## src/rtl/la_serial_frame_rx.sv

```systemverilog
// Purpose : UART-style frame receiver for the logic-analyzer output path.
//           Frame format: start, DATA_W data bits LSB first, even parity, stop.
// Latency : 2-cycle input synchronizer. data_valid_o rises 1 cycle after the
//           mid-stop-bit sample edge.
// Backpr. : none. The serial line cannot be stalled. data_o holds the last good
//           word until a newer good frame replaces it.
//
// Ports:
//   wb_clk_i      sole clock
//   wb_rst_ni     synchronous active-low reset
//   serial_i      asynchronous serial line, idle high
//   err_clr_i     level; clears both sticky error flags (a set in the same cycle wins)
//   data_o        last frame received without error
//   data_valid_o  one-cycle pulse when data_o updates
//   frame_cnt_o   good-frame counter, wraps
//   parity_err_o  sticky parity error
//   framing_err_o sticky framing error (stop bit low)
//   busy_o        FSM not in IDLE
module la_serial_frame_rx #(
  parameter int DATA_W       = 32,
  parameter int CLKS_PER_BIT = 16,
  parameter int CNT_W        = 16
) (
  input  logic              wb_clk_i,
  input  logic              wb_rst_ni,
  input  logic              serial_i,
  input  logic              err_clr_i,
  output logic [DATA_W-1:0] data_o,
  output logic              data_valid_o,
  output logic [CNT_W-1:0]  frame_cnt_o,
  output logic              parity_err_o,
  output logic              framing_err_o,
  output logic              busy_o
);

  localparam int TICK_W = $clog2(CLKS_PER_BIT);
  localparam int BIT_W  = (DATA_W > 1) ? $clog2(DATA_W) : 1;

  localparam logic [TICK_W-1:0] TICK_HALF = TICK_W'(CLKS_PER_BIT / 2 - 1);
  localparam logic [TICK_W-1:0] TICK_LAST = TICK_W'(CLKS_PER_BIT - 1);
  localparam logic [BIT_W-1:0]  BIT_LAST  = BIT_W'(DATA_W - 1);

  typedef enum logic [2:0] {
    IDLE,
    START,
    DATA,
    PARITY,
    STOP,
    WAIT_HIGH
  } state_t;

  state_t             state, state_n;
  logic [TICK_W-1:0]  tick_cnt, tick_n;
  logic [BIT_W-1:0]   bit_cnt, bit_n;

  logic               rx_meta, rx_s;
  logic [DATA_W-1:0]  shift_q;
  logic [DATA_W:0]    shift_ext;
  logic               parity_ok;

  // Strobes from the FSM to the datapath.
  logic               shift_en, parity_en, stop_en;

  // New bit enters at the MSB end so the first bit received ends up at bit 0.
  // Going through a DATA_W+1 wide vector keeps this legal for DATA_W == 1.
  assign shift_ext = {rx_s, shift_q};

  assign busy_o = (state != IDLE);

  // State register and bit/tick counters.
  always_ff @(posedge wb_clk_i) begin
    if (!wb_rst_ni) begin
      state    <= IDLE;
      tick_cnt <= '0;
      bit_cnt  <= '0;
    end else begin
      state    <= state_n;
      tick_cnt <= tick_n;
      bit_cnt  <= bit_n;
    end
  end

  // Next-state logic. Every sample point also restarts the tick counter so that
  // the next sample falls one full bit period later, at mid-bit.
  always_comb begin
    state_n   = state;
    tick_n    = tick_cnt + TICK_W'(1);
    bit_n     = bit_cnt;
    shift_en  = 1'b0;
    parity_en = 1'b0;
    stop_en   = 1'b0;
    case (state)
      IDLE: begin
        tick_n = '0;
        bit_n  = '0;
        if (!rx_s) state_n = START;
      end
      START: begin
        if (tick_cnt == TICK_HALF) begin
          tick_n  = '0;
          bit_n   = '0;
          // A line that is already high again at mid start bit was a glitch.
          state_n = rx_s ? IDLE : DATA;
        end
      end
      DATA: begin
        if (tick_cnt == TICK_LAST) begin
          tick_n   = '0;
          shift_en = 1'b1;
          bit_n    = bit_cnt + BIT_W'(1);
          if (bit_cnt == BIT_LAST) begin
            bit_n   = '0;
            state_n = PARITY;
          end
        end
      end
      PARITY: begin
        if (tick_cnt == TICK_LAST) begin
          tick_n    = '0;
          parity_en = 1'b1;
          state_n   = STOP;
        end
      end
      STOP: begin
        if (tick_cnt == TICK_LAST) begin
          tick_n  = '0;
          stop_en = 1'b1;
          // A low stop bit may be the start of a break; wait it out so a long
          // low line only produces one framing error.
          state_n = rx_s ? IDLE : WAIT_HIGH;
        end
      end
      WAIT_HIGH: begin
        tick_n = '0;
        if (rx_s) state_n = IDLE;
      end
      default: begin
        state_n = IDLE;
        tick_n  = '0;
        bit_n   = '0;
      end
    endcase
  end

  // Synchronizer, shift register, result registers and sticky flags.
  always_ff @(posedge wb_clk_i) begin
    if (!wb_rst_ni) begin
      rx_meta       <= 1'b1;
      rx_s          <= 1'b1;
      shift_q       <= '0;
      parity_ok     <= 1'b0;
      data_o        <= '0;
      data_valid_o  <= 1'b0;
      frame_cnt_o   <= '0;
      parity_err_o  <= 1'b0;
      framing_err_o <= 1'b0;
    end else begin
      rx_meta      <= serial_i;
      rx_s         <= rx_meta;
      data_valid_o <= 1'b0;

      // Clear first; the set below overrides it when both happen in one cycle.
      if (err_clr_i) begin
        parity_err_o  <= 1'b0;
        framing_err_o <= 1'b0;
      end

      if (shift_en) shift_q <= shift_ext[DATA_W:1];

      // Even parity: data bits plus parity bit must XOR to zero.
      if (parity_en) parity_ok <= ~(^shift_ext);

      if (stop_en) begin
        if (rx_s) begin
          if (parity_ok) begin
            data_o       <= shift_q;
            data_valid_o <= 1'b1;
            frame_cnt_o  <= frame_cnt_o + CNT_W'(1);
          end else begin
            parity_err_o <= 1'b1;
          end
        end else begin
          framing_err_o <= 1'b1;
        end
      end
    end
  end

endmodule
```

## config.mk

```make
export PLATFORM = sky130hd
export DESIGN_NAME = la_serial_frame_rx
export DESIGN_NICKNAME = d
export VERILOG_FILES = /design/src/rtl/la_serial_frame_rx.sv
export SDC_FILE = /design/constraint.sdc
export NUM_CORES = 1
export LEC_CHECK = 0
export CORE_UTILIZATION = 30
export DETAILED_ROUTE_END_ITERATION = 12
export PLACE_DENSITY = 0.5
export SYNTH_ARGS = -nofsm -noshare
export SYNTH_HDL_FRONTEND = slang
export SYNTH_SLANG_ARGS = --single-unit
```

## constraint.sdc

```tcl
create_clock -name wb_clk_i -period 3.75 [get_ports wb_clk_i]
set_clock_uncertainty 0.15 [all_clocks]
set_input_delay 0.75 -clock wb_clk_i [delete_from_list [all_inputs] [get_ports wb_clk_i]]
set_output_delay 0.75 -clock wb_clk_i [all_outputs]
set_load 0.05 [all_outputs]
```

==> results of run 1 <==
-- worst max-delay path: cells and delay by family (launching register included) --
kind,cells,cell delay [ps]
buf+inv,1,800
simple gates,1,210
flops,1,660
-- layer usage --
| metal | vias up | GRT usage [%] | part of all wire (%) |
|---|---|---|---|
| met5 | - | 0 | 0 |
| met4 | 0 | 4.33 | 1.1 |
| met3 | 7 | 4.07 | 4.3 |
| met2 | 66 | 20.3 | 43 |
| met1 | 1510 | 17.4 | 51 |
| li1 | 1724 | - | - |
-- worst min-delay path by stage --
stage / slack, ps / end
floorplan: 240 / rx_s$_SDFF_PN1_
CTS: 280 / rx_s$_SDFF_PN1_
global placement: 240 / rx_s$_SDFF_PN1_
finish: 270 / rx_s$_SDFF_PN1_
global route: 290 / rx_s$_SDFF_PN1_
detailed placement: 260 / rx_s$_SDFF_PN1_
-- registers in the layout, summed over array words and instances (netlist names) --
name           flops
frame_cnt_o       16
shift_q           32
parity_err_o       1
parity_ok          1
rx_s               1
framing_err_o      1
tick_cnt           4
data_valid_o       1
data_o            32
bit_cnt            5
rx_meta            1
state              3
-- area by class of cell --
type	instances	share of cell area (%)
clock buffers	12	5.14
flip-flops and latches	98	39.3
well taps	172	4.31
inverters	6	0.451
multi-input cells	362	38.4
repair buffers	59	11.9
clock inverters	4	0.526
-- cell usage in the layout (no fill, tap or decap), types with 2 or more instances in the layout --
cell / count
a21oi_1: 78
a31oi_1: 2
and2_1: 2
and3_1: 4
buf_4: 3
clkbuf_16: 9
clkbuf_8: 2
clkdlybuf4s50_1: 55
clkinv_2: 2
dfxtp_1: 98
ha_1: 4
inv_1: 5
nand2_1: 144
nand2b_1: 7
nand3_1: 7
nand4_1: 9
nor2_1: 22
nor3_1: 4
o21ai_0: 7
or2_1: 2
or3_1: 9
xnor2_1: 28
xor2_1: 14
-- cells by family (layout without fill, tap and decap cells) --
kind of cell,count (synthesis),after routing,synth area share [%]
muxes,1,1,0.249
adders and majority gates,4,4,1.25
DFF,98,98,48.8
and+or+nand+nor,218,218,23.6
AOI/OAI and AO/OA,96,96,12.8
buffers and inverters,35,81,3.52
xor gates and xnor gates,43,43,9.72
-- power breakdown --
part	internal, mW	switching [mW]
clock	0.485	0.390
combinational	0.0127	0.0249
sequential	1.04	0.00442
total	1.54	0.420
==> flow_summary.yaml, run 1 <==
global_route:
  grt_usage_pct: 13.2
  overflow: 0
  grt_pass1_vias: 3103
  grt_pass1_wl_um: 14900
  antenna_found_initial: 0
  grt_max_degree: 51
timing:
  drv_slew: 0
  fmax_mhz: 343
  setup-tns-final_ps: 0
  setup_ws_ps: 833
  fin_crit_ps: 2920
  slew_headroom_pct: 24.9
  rsz0062_at_grt: "false"
  whs_ps: 267
  min_period_over_period_pct: 77.8
  hold_viol: 0
  final-setup-viol-count: 0
  worstMarginPinSlew_ps: 1130
floorplan:
  fp.dieW_um: 118
  fp-row-count: 41
  coreArea_um2: 12800
  die_y_um: 118
  ios: 56
  dieArea_um2: 13900
  start_util_pct: 31.3
power_and_ir_drop:
  leakagePower_nw: 1.62
  power_mw: 1.96
  powerDensity_nw_per_um2: 393
  irDropWorstVdd_uv: 182
placed_design:
  place_area_um2: 4710
  hpwl_um: 5570
  gp_congestion: 0.726
  place_inst: 697
  dp_slack_ps: 1050
  io_buffers: 55
synthesis:
  synth_seq_area_share_pct: 48.8
  synth_edf_count: 0
  async_reset_ff_share_pct: 0
  synth_top_area_cell: "dfxtp_1"
  synth_area_um2: 4020
  syn_nets: 503
  ys_ff_latch: 98
  synthCells: 495
  synthTopCellsByArea: "dfxtp_1 49%, nand2_1 13%, a21oi_1 9.7%"
  ys_types: 40
  synth_top_area_share_pct: 48.8
  dominantRegCellSynth: "dfxtp_1"
  yosysMostFrequentCell: "nand2_1"
  yosys-top-cells-count: "144 x nand2_1, 98 x dfxtp_1, 78 x a21oi_1"
  yosysWarnings: 0
  syn_area_per_cell_um2: 8.11
critical_path:
  rr_worst_depth: 7
  cpMaxStageDelayCell: "clkdlybuf4s50_1"
  worstPathRequired_ps: 2850
  start_kind: "register"
  crit_path_start: "state[0]$_SDFFE_PN0P_"
  slowest_delay_ps: 800
  setup.worst_path.class: "register to output port"
  rrSetupSlack_ps: 1120
  timing.rr.end: "frame_cnt_o[12]$_SDFFE_PN0P_"
  reg2reg_from: "tick_cnt[0]$_SDFF_PN0_"
  worst-endpoint-arrival_ps: 2020
  worstPathCellList: "or3_1 -> clkdlybuf4s50_1"
  endpoint: "busy_o"
  critPathCaptureType: "output port"
  critPathMaxFanout: 16
detailed_routing:
  num_vias: 3307
  drtPass1Iterations: 4
  routed_wl_um: 8760
  drc: 0
  post_drt_via_cell_ratio: 4.64
  drt-initial-drc-count: 263
  ant_nets: 0
  wl_per_cell_um: 12.3
final_layout:
  fillers: 1349
  fin_util_pct: 38.9
  nNetsFinal: 544
  seq_area_um2: 1960
  area_growth_pct: 24.3
  diodes: 0
  stdcell_area_um2: 4990
  final_layout_size_suffix_gt1_share_pct: 4.44
  stdcell_count: 713
  multi_input_area_um2: 1920
status:
  status: "complete, no violations"
min_path:
  worstHoldStart: "rx_meta$_SDFF_PN1_"
  hp-class: "register to register"
  holdPathStages: 1
clocking:
  hold_buffers: 0
  post_cts_buffers: 0
  cts_num_sinks: 98
  cts_tree: "yes"
  htreeDepth: 3
  ctsLongestPathBuffers: 2
  root_buffer: "clkbuf_16"
  post_cts_resized: 0
  clk_latency_ps: 340
  numCtsBuffers: 9
  clk_pin_slew_worst_paths_ps: 70
run:
  maxCapViolCount: 0
(Power assumes the default switching activity.)
==> run 2: changes to the inputs <==
==> constraint.sdc (replaced) <==
create_clock -name wb_clk_i -period 2.9 [get_ports wb_clk_i]
set_clock_uncertainty 0.15 [all_clocks]
set_input_delay 0.58 -clock wb_clk_i [delete_from_list [all_inputs] [get_ports wb_clk_i]]
set_output_delay 0.58 -clock wb_clk_i [all_outputs]
set_load 0.05 [all_outputs]
==> run 2 against run 1 <==
Total power is 36% higher. Cell count is 0.42% higher. Critical path depth stayed put. Sequential cell count stayed put. Design area is 1.2% higher. Worst hold slack hardly changed. Sequential share of layout area is 0.47 points lower. Sequential power is 29% higher. Clock power is 45% higher. Core utilization is 0.47 points higher. First-iteration DRC count is 2.3% lower. Largest power group unchanged.
==> flow_summary.yaml, run 2 (synthesis results as in run 1) <==
power_and_ir_drop:
  p_clk_share_pct: 47.5
  leakagePower_nw: 1.65
  p_int_mw: 2.14
  switching_share_pct: 19.9
  switchingPower_mw: 0.531
  powerDensity_nw_per_um2: 529
  p_seq_share_pct: 50.6
  pwr-share-comb_pct: 1.9
  power_mw: 2.67
  irDropWorstVdd_uv: 461
final_layout:
  stdcell_area_um2: 5050
  final_common_cell: "nand2_1"
  nNetsFinal: 547
  area_growth_pct: 25.8
  reg.largest.list: "data_o (32), shift_q (32), frame_cnt_o (16)"
  seq_area_um2: 1960
  stdcell_count: 716
  fillers: 1323
  multi_input_area_um2: 1920
  final_layout_size_suffix_gt1_share_pct: 4.96
  diodes: 0
  mostFrequentLayoutCells: "144 x nand2_1, 98 x dfxtp_1, 78 x a21oi_1"
floorplan:
  coreArea_um2: 12800
  start_util_pct: 31.3
  fp.dieW_um: 118
  fp-row-count: 41
  dieArea_um2: 13900
  die_y_um: 118
  ios: 56
clocking:
  cts_tree: "yes"
  post_cts_resized: 0
  post_cts_buffers: 0
  clk_latency_ps: 340
  ctsLongestPathBuffers: 2
  numCtsBuffers: 9
  cts_num_sinks: 98
  hold_buffers: 0
  root_buffer: "clkbuf_16"
  htreeDepth: 3
  clk_pin_slew_worst_paths_ps: 60
critical_path:
  reg2reg_from: "tick_cnt[0]$_SDFF_PN0_"
  crit_path_start: "state[0]$_SDFFE_PN0P_"
  worstPathRequired_ps: 2170
  start_kind: "register"
  worst-endpoint-arrival_ps: 1980
  cpMaxStageDelayCell: "clkdlybuf4s50_1"
  setup.worst_path.class: "register to output port"
  critPathMaxFanout: 16
  slowest_delay_ps: 800
  cpLargestDelayFamily: "buffers and inverters"
  worst-path-buf-inv: 1
  worstPathCellList: "or3_1 -> clkdlybuf4s50_1"
  critPathCaptureType: "output port"
detailed_routing:
  post_drt_via_cell_ratio: 4.59
  drc: 0
  routed_wl_um: 8690
  drtPass1Iterations: 4
  num_vias: 3288
  drt-initial-drc-count: 257
  wl_per_cell_um: 12.1
  ant_nets: 0
placed_design:
  io_buffers: 55
  place_inst: 700
  hpwl_um: 5800
  place_area_um2: 4730
  gp_congestion: 0.771
  dp_slack_ps: 540
timing:
  rsz0062_at_grt: "false"
  setup_ws_ps: 195
  min_period_over_period_pct: 93.3
  drv_slew: 0
  fmax_mhz: 370
  slew_headroom_pct: 25.9
  worstMarginPinSlew_ps: 1110
  fin_crit_ps: 2710
  setup-tns-final_ps: 0
  final-setup-viol-count: 0
  hold_viol: 0
min_path:
  worstHoldStart: "rx_meta$_SDFF_PN1_"
  hp-class: "register to register"
global_route:
  antenna_found_initial: 0
  grt_pass1_vias: 3070
  grt_usage_pct: 13.2
  overflow: 0
  grt_pass1_wl_um: 14800
  grt_max_degree: 38
status:
  status: "complete, no violations"
run:
  maxCapViolCount: 0
[run 2: changes by cell type in the layout (fill, tap and decap cells not counted), sizes merged]
cell	change
buf	+3
bufinv	+2
clkbuf	-1
clkinv	-1
[run 2: layout make-up]
class | count | share of cell area (%)
Tap cell | 172 | 4.26
Multi-Input combinational cell | 362 | 38.0
Timing Repair Buffer | 62 | 12.2
Clock buffer | 11 | 4.80
Sequential cell | 98 | 38.8
Inverter | 6 | 0.446
Clock inverter | 5 | 1.54
[run 2: worst register-to-register path, cell delays in order, from the launching register on]
cell and delay, ps:
dfxtp_1 350, ha_1 250, and3_1 400, and4_1 340, buf_4 270, and2_1 180
nand4_1 110, xor2_1 150, nor2_1 50
[run 2: power by group through the flow]
| stage | Sequential [mW] | Clock, mW | Combinational (mW) |
|---|---|---|---|
| after floorplan | 1.38 | 0 | 0.0362 |
| after global placement | 1.38 | 0 | 0.0519 |
| after detailed placement | 1.38 | 0 | 0.0522 |
| after CTS | 1.35 | 1.32 | 0.0524 |
| after global routing | 1.35 | 1.38 | 0.0558 |
| final | 1.35 | 1.27 | 0.0510 |
[run 2: metrics by stage]
stage | hold slack, ps | utilization [%]
final | 267 | 39.4
after floorplan | 236 | -
after CTS | 272 | 39.4
after global placement | 260 | 36.9
after detailed placement | 257 | 36.9
after global routing | 287 | 39.4
[run 2: per-layer routing]
layer	global-route usage [%]	part of all wire (%)	up-vias
met5	0	0	-
met4	4.01	0.93	0
li1	-	-	1724
met2	19.9	43	72
met3	4.99	5.3	5
met1	17.4	50	1487
[run 2: path summary, 6_finish.rpt]
check	slack, ps	depth (start not counted)	to
max	190	2	busy_o
min	270	1	rx_s$_SDFF_PN1_
max reg2reg	550	8	frame_cnt_o[8]$_SDFFE_PN0P_
min reg2reg	270	1	rx_s$_SDFF_PN1_
